===== src/rtl/debug_register_dumper.sv =====
// Debug-port register dumper: sweeps the register file, captures each word and
// streams it MSB-first as bytes over a valid/ready handshake to the UART transmitter.
//
// state   | meaning
// IDLE    | waiting for i_start
// WAIT_RD | read address driven, counting down until the read data is settled
// SEND    | presenting the captured word byte by byte
// DONE    | one-cycle completion pulse, then back to IDLE
module debug_register_dumper #(
  parameter int CANT_REGISTROS      = 32,
  parameter int CANT_BITS_REGISTROS = 32,
  parameter int CANT_BYTES          = CANT_BITS_REGISTROS / 8,
  parameter int READ_WAIT           = 2,
  localparam int AW = (CANT_REGISTROS > 1) ? $clog2(CANT_REGISTROS) : 1
) (
  input  logic                           i_clock,
  input  logic                           i_reset,
  input  logic                           i_start,
  output logic [AW-1:0]                  o_reg_read_addr,
  input  logic [CANT_BITS_REGISTROS-1:0] i_reg_data,
  output logic [7:0]                     o_tx_data,
  output logic                           o_tx_valid,
  input  logic                           i_tx_ready,
  output logic                           o_busy,
  output logic                           o_done
);

  localparam int CW = (READ_WAIT > 1) ? $clog2(READ_WAIT) : 1;
  localparam int IW = (CANT_BYTES > 1) ? $clog2(CANT_BYTES) : 1;
  localparam logic [CW-1:0] WAIT_LOAD = CW'(READ_WAIT - 1);
  localparam logic [IW-1:0] LAST_BYTE = IW'(CANT_BYTES - 1);
  localparam logic [AW-1:0] LAST_ADDR = AW'(CANT_REGISTROS - 1);

  typedef enum logic [1:0] {IDLE, WAIT_RD, SEND, DONE} state_t;

  state_t                         state;
  logic [CANT_BITS_REGISTROS-1:0] captured;
  logic [CANT_BITS_REGISTROS-1:0] captured_next;
  logic [IW-1:0]                  byte_idx;
  logic [CW-1:0]                  wait_cnt;

  // The captured word is shifted as bytes go out, so the byte on the wire is always the top byte.
  assign captured_next = captured << 8;

  always_ff @(posedge i_clock or posedge i_reset) begin
    if (i_reset) begin
      state           <= IDLE;
      o_reg_read_addr <= '0;
      o_tx_data       <= '0;
      o_tx_valid      <= 1'b0;
      o_busy          <= 1'b0;
      o_done          <= 1'b0;
      captured        <= '0;
      byte_idx        <= '0;
      wait_cnt        <= '0;
    end else begin
      o_done <= 1'b0;
      case (state)
        IDLE: begin
          if (i_start) begin
            state           <= WAIT_RD;
            o_reg_read_addr <= '0;
            wait_cnt        <= WAIT_LOAD;
            o_busy          <= 1'b1;
          end
        end
        WAIT_RD: begin
          if (wait_cnt == '0) begin
            captured <= i_reg_data;
            state    <= SEND;
          end else begin
            wait_cnt <= wait_cnt - 1'b1;
          end
        end
        SEND: begin
          if (!o_tx_valid) begin
            o_tx_valid <= 1'b1;
            o_tx_data  <= captured[CANT_BITS_REGISTROS-1 -: 8];
          end else if (i_tx_ready) begin
            if (byte_idx != LAST_BYTE) begin
              byte_idx  <= byte_idx + 1'b1;
              captured  <= captured_next;
              o_tx_data <= captured_next[CANT_BITS_REGISTROS-1 -: 8];
            end else begin
              byte_idx   <= '0;
              o_tx_valid <= 1'b0;
              if (o_reg_read_addr != LAST_ADDR) begin
                o_reg_read_addr <= o_reg_read_addr + 1'b1;
                wait_cnt        <= WAIT_LOAD;
                state           <= WAIT_RD;
              end else begin
                o_reg_read_addr <= '0;
                o_busy          <= 1'b0;
                o_done          <= 1'b1;
                state           <= DONE;
              end
            end
          end
        end
        DONE: begin
          state <= IDLE;
        end
        default: state <= IDLE;
      endcase
    end
  end

endmodule


===== config.mk =====
export PLATFORM = sky130hd
export DESIGN_NAME = debug_register_dumper
export DESIGN_NICKNAME = d
export VERILOG_FILES = /design/src/rtl/debug_register_dumper.sv
export SDC_FILE = /design/constraint.sdc
export NUM_CORES = 1
export LEC_CHECK = 0
export ABC_AREA = 1
export ABC_CLOCK_PERIOD_IN_PS = 4200
export CORE_UTILIZATION = 52
export DETAILED_ROUTE_END_ITERATION = 8
export PLACE_DENSITY_LB_ADDON = 0.2
export SYNTH_ARGS = -nofsm -noshare
export SYNTH_HDL_FRONTEND = slang
export SYNTH_SLANG_ARGS = --single-unit

===== constraint.sdc =====
create_clock -name i_clock -period 4.2 [get_ports i_clock]
set_input_delay 0.84 -clock i_clock [delete_from_list [all_inputs] [get_ports i_clock]]
set_output_delay 0.84 -clock i_clock [all_outputs]
set_load 0.1 [all_outputs]

; Word level (Yosys, flattened, before mapping)
; Index checks and enable logic that the tools add are counted.
; W data, S select, Z words.
[op_classes]
n_addsub = 3
n_eq_ne = 15
mux = 42
n_reduce_logical = 11
[op_table]
columns = op, count
row1 = $mux W32, 4
row2 = $pmux W32 S2, 1
row3 = $mux W5, 5
row4 = $mux W8, 3
row5 = $mux W1, 18
row6 = $ne A2 B2 Y1 const B, 9
row7 = $reduce_and A5 Y1, 3
row8 = $mux W2, 7
row9 = $reduce_and A6 Y1, 2
row10 = $pmux W5 S2, 1
row11 = $pmux W2 S4, 1
row12 = $reduce_and A3 Y1, 2
row13 = $add A5 B1 Y5 const B, 1
row14 = $ne A5 B5 Y1 const B, 1
row15 = $eq A2 B2 Y1 const B, 2
row16 = $ne A2 B1 Y1 const B, 2
row17 = $reduce_bool A2 Y1, 2
row18 = $pmux W1 S3, 1
row19 = $reduce_bool A3 Y1, 1
row20 = $add A2 B1 Y2 const B, 1
row21 = $eq A2 B1 Y1 const B, 1
row22 = $logic_not A2 Y1, 1
row23 = $pmux W1 S2, 1
row24 = $sub A1 B1 Y1 const B, 1
[word_totals]
reg_bits = 53
in_bits = 36
output_inout_bits = 16
wordCells = 80

; Longest topological paths before layout
; Gate-level depths: netlist of run 1.
[logic_depth]
word_depth = 6
ltp_mapped = 10
mapped_depth_nobuf = 10

; Worst setup path before layout of run 1
; Ideal clock, no wire load.
[synth_timing]
path_type = flip-flop to flip-flop
start = register o_reg_read_addr[0]
end = register o_busy
arrival_ns = 2.015
required_time_ns = 4.078
slack_ns = 2.063
stages_incl_launch_ff = 10
period_less_slack_ns = 2.137
path_cell_list = dfrtp_1 > ha_1 > nand2_1 > nor2_1 > ha_1 > inv_1 > nor2_1 > nand3_1 > nand2_1 > nand2_1
[synth_via]
elab_chain_len = 3
[synth_lines]
columns = item, line
row1 = start: declaration, 19  ; output logic [AW-1:0] o_reg_read_addr,
row2 = start signal: assignment, 88  ; o_reg_read_addr <= o_reg_read_addr + 1'b1;
row3 = $ne A5 B5 Y1, 87  ; if (o_reg_read_addr != LAST_ADDR) begin
row4 = $ne A2 B2 Y1 (no source line), --
row5 = $reduce_and A6 Y1 (no source line), --
row6 = end signal: assignment, 51  ; o_busy <= 1'b0;
row7 = end signal: assignment, 64  ; o_busy <= 1'b1;
row8 = end signal: assignment, 93  ; o_busy <= 1'b0;
row9 = end: declaration, 24  ; output logic o_busy,
; No other way between the ends.
; A chain may end at the register's enable or synchronous reset.

; Worst setup path after layout of run 1
[layout_timing]
start = register o_tx_valid
end = output o_tx_valid
[layout_rtl]
columns = item, line
row1 = start: declaration, 22  ; output logic o_tx_valid,
row2 = start signal: assignment, 50  ; o_tx_valid <= 1'b0;
row3 = start signal: assignment, 77  ; o_tx_valid <= 1'b1;
row4 = start signal: assignment, 86  ; o_tx_valid <= 1'b0;
; No word-level cell between the ends.

==> results.md, run 1 <==
### CTS
• number of gates resized after cts: 0
• post-CTS setup buffer count: 0
• Clk pin slew, worst setup/hold paths: 0.09 ns
• cts hold-fix bufs: 0
• CTS tree: done
• number of buffers inserted during clock tree synthesis: 5
• Root Buffer: sky130_fd_sc_hd__clkbuf_8
• maximum root-to-sink buffer count: 2
• CTS H-Tree Depth: 2
• number of clock sinks: 53
• worst-skew pair later-pin latency: 0.30 ns

### Synth
• area of the mapped netlist: 0.002796 mm^2
• FF+latch count, synth: 53
• sequential element share of the synthesized area: 47.43%
• count of different cell masters after synthesis: 21
• per-instance average area after synthesis: 7.477 um^2
• cells after synthesis: 374
• number of warning messages in the yosys log: 0
• synthesized netlist net count: 414

### Place
• quantity of I/O buffers inserted on ports: 51
• HPWL reported at the end of detailed placement: 3.805 mm
• weighted congestion reported at the end of routability-driven placement: 0.8835

### Critical path
• Slowest cell on crit path: sky130_fd_sc_hd__clkdlybuf4s50_1
• Worst Path Required: 3.36 ns
• cell-by-cell trace of the critical path: clkdlybuf4s50_1
• endpoint type of the worst setup path: primary output
• signal arrival time at the worst endpoint: 2.15 ns
• start point of the critical path: o_tx_valid
• Max Fanout on Critical Path: 18
• max incr delay on CP: 1.22 ns
• worst path buffer plus inverter count: 1
• startpoint of the worst-slack reg-to-reg timing path: state[1]
• type of the worst setup path: register to primary output
• Worst setup SP type: register
• cell type group with the largest total delay on the critical path: buffers and inverters

### Hold path
• worst min-delay path class: register to register
• startpoint of the tightest hold check path: captured[5]

### Timing
• slew at the pin closest to its max-slew limit: 1.096 ns
• final setup TNS: 0 ns
• fmax: 0.3343 GHz
• relative max-transition margin: 26.80%
• final hold violations: 0
• Max Slew Vio Count: 0
• total setup violations reported at the end of the flow: 0
• Setup Skew: 0.006234 ns
• Period minus WS final: 2.992 ns
• portion of the clock cycle consumed by the worst path in the final layout: 71.23%
• setup repair after global routing missed its margin: no

### Detailed routing
• First DRT Iteration DRCs: 165
• total vias in the final route: 2439
• Vias per Instance: 5.019
• detailed-route wire length per cell: 11.86 um
• Antenna Nets Post-Route: 0
• wirelength, routed: 5.765 mm
• detailed-router iteration count before antenna repair: 4
• DRC errors left: 0

### GRT
• via count of the first global-routing pass: 2147
• maximum number of pins on one net before global-route repair: 54
• global-route wire length before repair: 9.742 mm
• GR Overflow Total: 0
• number of antenna violations at the first check in global routing: 0
• global-route usage over all layers: 22.63%

### Layout
• nets: 456
• area of the multi-input gates: 0.001247 mm^2
• utilization after layout: 65.36%
• Antenna Diode Count: 0
• Seq. cell area: 0.001326 mm^2
• Area Overhead vs Synth: 20.13%
• fill cell count: 487
• ratio of cells with drive above 1 in the final layout: 5.048%

### Job
• count of max-cap constraint violations: 0

### Floorplanning
• core area: 0.005140 mm^2
• FP Rows: 26
• horizontal die dimension: 75.34 um
• Initial Utilization: 54.41%
• height of the die: 75.34 um
• Die Outline Area: 0.005675 mm^2
• total I/O pin count: 52

### Power and ir drop
• leakage power of the design: 1.726 nW
• areal power density over the cells: 751.2 mW/mm^2
• Worst IR Drop VDD: 444.2 uV
• Power, Total: 0.002524 W

### Status
• outcome: finished, final reports clean

## per-stage QoR
stage | std cells | cell area (um^2) | hold slack [ns] | worst slack (ns)
after floorplan | 374 | 2796 | 0.4417 | 2.063
after global placement | 479 | 3273 | 0.4541 | 1.571
after detailed placement | 479 | 3273 | 0.4581 | 1.542
after CTS | 486 | 3359 | 0.4816 | 1.204
after global routing | 486 | 3359 | 0.5015 | 1.128
final | 486 | 3359 | 0.4789 | 1.208
## path summary, 6_finish.rpt
kind / to / slack (ns) / cells after the start
max in group asynchronous: state[1] / 2.40 / 2
min reg2reg: captured[5] / 0.48 / 2
min in group asynchronous: o_tx_valid / 1.11 / 2
max: o_tx_valid / 1.21 / 1
min: captured[5] / 0.48 / 2
max reg2reg: captured[15] / 2.02 / 6
## sequential cells by signal (all words and copies together), names as in the netlist
| signal | flops |
|---|---|
| o_reg_read_addr | 5 |
| state | 2 |
| o_done | 1 |
| byte_idx | 2 |
| captured | 32 |
| o_busy | 1 |
| o_tx_valid | 1 |
| o_tx_data | 8 |
| wait_cnt | 1 |
## cell usage after synthesis (all sizes together)
| library cell | count | share of area, % |
|---|---|---|
| nand2 | 178 | 24 |
| dfrtp | 53 | 47 |
| nand3 | 36 | 7.1 |
| o21ai | 30 | 5.4 |
| inv | 25 | 3.4 |
| buf | 16 | 4.5 |
| nor2 | 16 | 2.4 |
| nand4 | 10 | 2.2 |
| ha | 4 | 1.8 |
| or2 | 3 | 0.67 |
| clkbuf | 1 | 0.13 |
| nor3 | 1 | 0.18 |
| o211ai | 1 | 0.45 |
## kinds of logic (layout without fill, tap and decap cells)
logic type | after synthesis | in the layout | synth area share, %
buffers and inverters | 42 | 84 | 7.964
adders and majority gates | 4 | 4 | 1.790
AOI/OAI and AO/OA | 31 | 31 | 5.816
DFF | 53 | 53 | 47.43
and+or+nand+nor | 244 | 244 | 37.00
## layout by cell type (no fill, tap or decap), types with 3 or more instances in the layout
cell                                n
sky130_fd_sc_hd__nand2_1          174
sky130_fd_sc_hd__dfrtp_1           53
sky130_fd_sc_hd__clkdlybuf4s50_1   51
sky130_fd_sc_hd__nand3_1           34
sky130_fd_sc_hd__o21ai_0           30
sky130_fd_sc_hd__inv_1             22
sky130_fd_sc_hd__nor2_1            15
sky130_fd_sc_hd__nand4_1           10
sky130_fd_sc_hd__clkbuf_8           6
sky130_fd_sc_hd__ha_1               4
sky130_fd_sc_hd__inv_2              3
sky130_fd_sc_hd__nand2_2            3
sky130_fd_sc_hd__or2_2              3
## power breakdown
| part | internal, W | switching [W] |
|---|---|---|
| registers | 0.000727 | 0.000143 |
| logic | 0.000385 | 0.000976 |
| clock network | 0.000131 | 0.000162 |
## per-layer routing
layer | track usage (%) | up-vias | routed length, um
met5 | 0 | - | 0
met4 | 5.556 | 0 | 56
met3 | 4.233 | 5 | 260
met2 | 37.10 | 61 | 2698
met1 | 31.39 | 1111 | 2750
li1 | - | 1262 | -
## cell type report
class                   instances  share of cell area, %
flip-flops and latches         53                  39.48
multi-input cells             279                  37.13
repair buffers                 52                  15.42
inverters                      25                  2.793
well taps                      70                  2.607
clock buffers                   7                  2.570
## worst register-to-register path: stages (launching register included)
cell	delay [ns]
sky130_fd_sc_hd__dfrtp_1	0.43
sky130_fd_sc_hd__inv_2	0.09
sky130_fd_sc_hd__nor2_4	0.67
sky130_fd_sc_hd__nand2_2	0.33
sky130_fd_sc_hd__nand3_4	0.41
sky130_fd_sc_hd__nand2_1	0.11
sky130_fd_sc_hd__nand2_1	0.08
No activity file was read; power rests on OpenSTA's default activity.
==> run 2, diff against run 1 <==
--- a/config.mk
+++ b/config.mk
@@ -6,8 +6,8 @@
 export NUM_CORES = 1
 export LEC_CHECK = 0
 export ABC_AREA = 1
-export ABC_CLOCK_PERIOD_IN_PS = 4200
-export CORE_UTILIZATION = 52
+export ABC_CLOCK_PERIOD_IN_PS = 2700
+export CORE_UTILIZATION = 47
 export DETAILED_ROUTE_END_ITERATION = 8
 export PLACE_DENSITY_LB_ADDON = 0.2
 export SYNTH_ARGS = -nofsm -noshare
==> constraint.sdc (replaced) <==
create_clock -name i_clock -period 2.7 [get_ports i_clock]
set_input_delay 0.54 -clock i_clock [delete_from_list [all_inputs] [get_ports i_clock]]
set_output_delay 0.54 -clock i_clock [all_outputs]
set_load 0.1 [all_outputs]
==> run 2 against run 1 <==
Net effect:
- global-route usage shrank 1.4 points
- sequential share of layout area grew 0.16 points
- sequential power rose by 56%
- first-iteration DRC count increased by 5.5%
==> results.md, run 2 (same netlist as run 1, synthesis figures left out) <==
### CTS
• CTS tree: done
• worst-skew pair later-pin latency: 0.30 ns, about the same
• number of clock sinks: 53, unchanged
• Root Buffer: sky130_fd_sc_hd__clkbuf_8
• CTS H-Tree Depth: 2, unchanged
• post-CTS setup buffer count: 0, unchanged
• number of gates resized after cts: 0, unchanged
• number of buffers inserted during clock tree synthesis: 5, unchanged
• cts hold-fix bufs: 0, unchanged
• Clk pin slew, worst setup/hold paths: 0.09 ns, about the same
• maximum root-to-sink buffer count: 2, unchanged

### Floorplanning
• core area: 0.005608 mm^2, +9.1%
• FP Rows: 27, +3.8%
• height of the die: 79.14 um, +5.0%
• Die Outline Area: 0.006262 mm^2, +10%
• Initial Utilization: 49.87%, -4.5 points
• total I/O pin count: 52, unchanged
• horizontal die dimension: 79.14 um, +5.0%

### Timing
• portion of the clock cycle consumed by the worst path in the final layout: 69.32%
• Setup Skew: 0.007416 ns, +0.001182 ns
• relative max-transition margin: 34.71%, +7.9 points
• slew at the pin closest to its max-slew limit: 0.9770 ns, -0.1194 ns
• setup repair after global routing missed its margin: no
• final hold violations: 0, unchanged
• fmax: 0.5343 GHz
• total setup violations reported at the end of the flow: 0, unchanged
• Worst Slack Setup Final: 0.8284 ns, -0.3800 ns
• Max Slew Vio Count: 0, unchanged
• Period minus WS final: 1.872 ns
• final setup TNS: 0 ns, unchanged

### Layout
• ratio of cells with drive above 1 in the final layout: 9.547%, +4.5 points
• highest-count cells in the layout ignoring fill and taps: sky130_fd_sc_hd__nand2_1, sky130_fd_sc_hd__dfrtp_1, sky130_fd_sc_hd__clkdlybuf4s50_1
• utilization after layout: 59.66%, -5.7 points
• Area Overhead vs Synth: 19.64%
• Antenna Diode Count: 0, unchanged
• filler-free cell count of the finished design: 491, +1.0%
• final instance area: 0.003346 mm^2, -0.41%
• Largest Register: captured
• nets: 458, +0.44%
• flip-flop count of the largest register after layout: 32, unchanged
• largest registers in the final layout: captured: 32 flops, o_tx_data: 8 flops, o_reg_read_addr: 5 flops
• commonest non-fill, non-tap cell in the layout: sky130_fd_sc_hd__nand2_1

### Critical path
• Worst Path Required: 2.16 ns, -1.20 ns
• Worst setup SP type: register
• worst path buffer plus inverter count: 1, unchanged
• max incr delay on CP: 0.65 ns, -0.57 ns
• signal arrival time at the worst endpoint: 1.33 ns, -0.82 ns
• Slowest cell on crit path: sky130_fd_sc_hd__dfrtp_1
• cell-by-cell trace of the critical path: buf_4
• endpoint type of the worst setup path: primary output
• cell type group with the largest total delay on the critical path: flip-flops
• type of the worst setup path: register to primary output
• Max Fanout on Critical Path: 18, unchanged

### Detailed routing
• total vias in the final route: 2486, +1.9%
• DRC errors left: 0, unchanged
• First DRT Iteration DRCs: 174, +5.5%
• detailed-route wire length per cell: 12.17 um, +2.6%
• Antenna Nets Post-Route: 0, unchanged
• wirelength, routed: 5.976 mm, +3.7%
• detailed-router iteration count before antenna repair: 4, unchanged
• Vias per Instance: 5.063, +0.89%

### GRT
• number of antenna violations at the first check in global routing: 0, unchanged
• global-route usage over all layers: 21.20%, -1.4 points
• global-route wire length before repair: 10.43 mm, +7.1%
• via count of the first global-routing pass: 2340, +9.0%
• GR Overflow Total: 0, unchanged
• maximum number of pins on one net before global-route repair: 33, -39%

### Status
• outcome: finished, final reports clean

### Job
• count of max-cap constraint violations: 0, unchanged

### Power and ir drop
• Worst IR Drop VDD: 633.6 uV, +43%
• leakage power of the design: 1.765 nW, +2.3%
• areal power density over the cells: 1165 mW/mm^2, +55%

### Hold path
• worst min-delay path class: register to register

### Place
• HPWL reported at the end of detailed placement: 4.140 mm, +8.8%
• setup slack at placement: 0.5895 ns, -0.9525 ns
• placed cells: 483, +0.84%
• quantity of I/O buffers inserted on ports: 51, unchanged
• weighted congestion reported at the end of routability-driven placement: 0.8990, +1.8%
• dpl cell area: 0.003263 mm^2, -0.31%

run 2: path summary, 6_finish.rpt:
kind / start / end / slack (ns) / cells after the start
max reg2reg: state[1] / captured[17] / 0.84 / 6
max: o_tx_valid / o_tx_valid / 0.83 / 1
min reg2reg: captured[1] / captured[1] / 0.48 / 2
min: captured[1] / captured[1] / 0.48 / 2
max in group asynchronous: i_reset / captured[19] / 1.59 / 3
min in group asynchronous: i_reset / byte_idx[1] / 0.57 / 2
run 2: power by group:
part	internal (W)	leakage (nW)	switching, W
Clock	0.000180	0.0450	0.000251
Combinational	0.000582	1.05	0.00153
Sequential	0.00113	0.669	0.000227
Total	0.00189	1.77	0.00200
run 2: cell type report:
type                    instances  area, um^2
repair buffers                 54       505.5
flip-flops and latches         53        1326
well taps                      72       90.09
clock buffers                   6       72.57
inverters                      25       93.84
clock inverters                 2       10.01
fillers                       527        2262
multi-input cells             279        1247
run 2: stage by stage:
step,hold slack (ns),power (W)
floorplan,0.4417,0.003142
global placement,0.4571,0.003430
detailed placement,0.4597,0.003487
CTS,0.4819,0.003928
global route,0.4925,0.004257
finish,0.4789,0.003898
run 2: metal layers:
metal,vias up,global-route usage (%),share of wire (%)
met5,-,0,0
met1,1151,28.66,48
li1,1261,-,-
met3,7,3.563,5.7
met2,67,34.74,45
met4,0,6.545,1.2
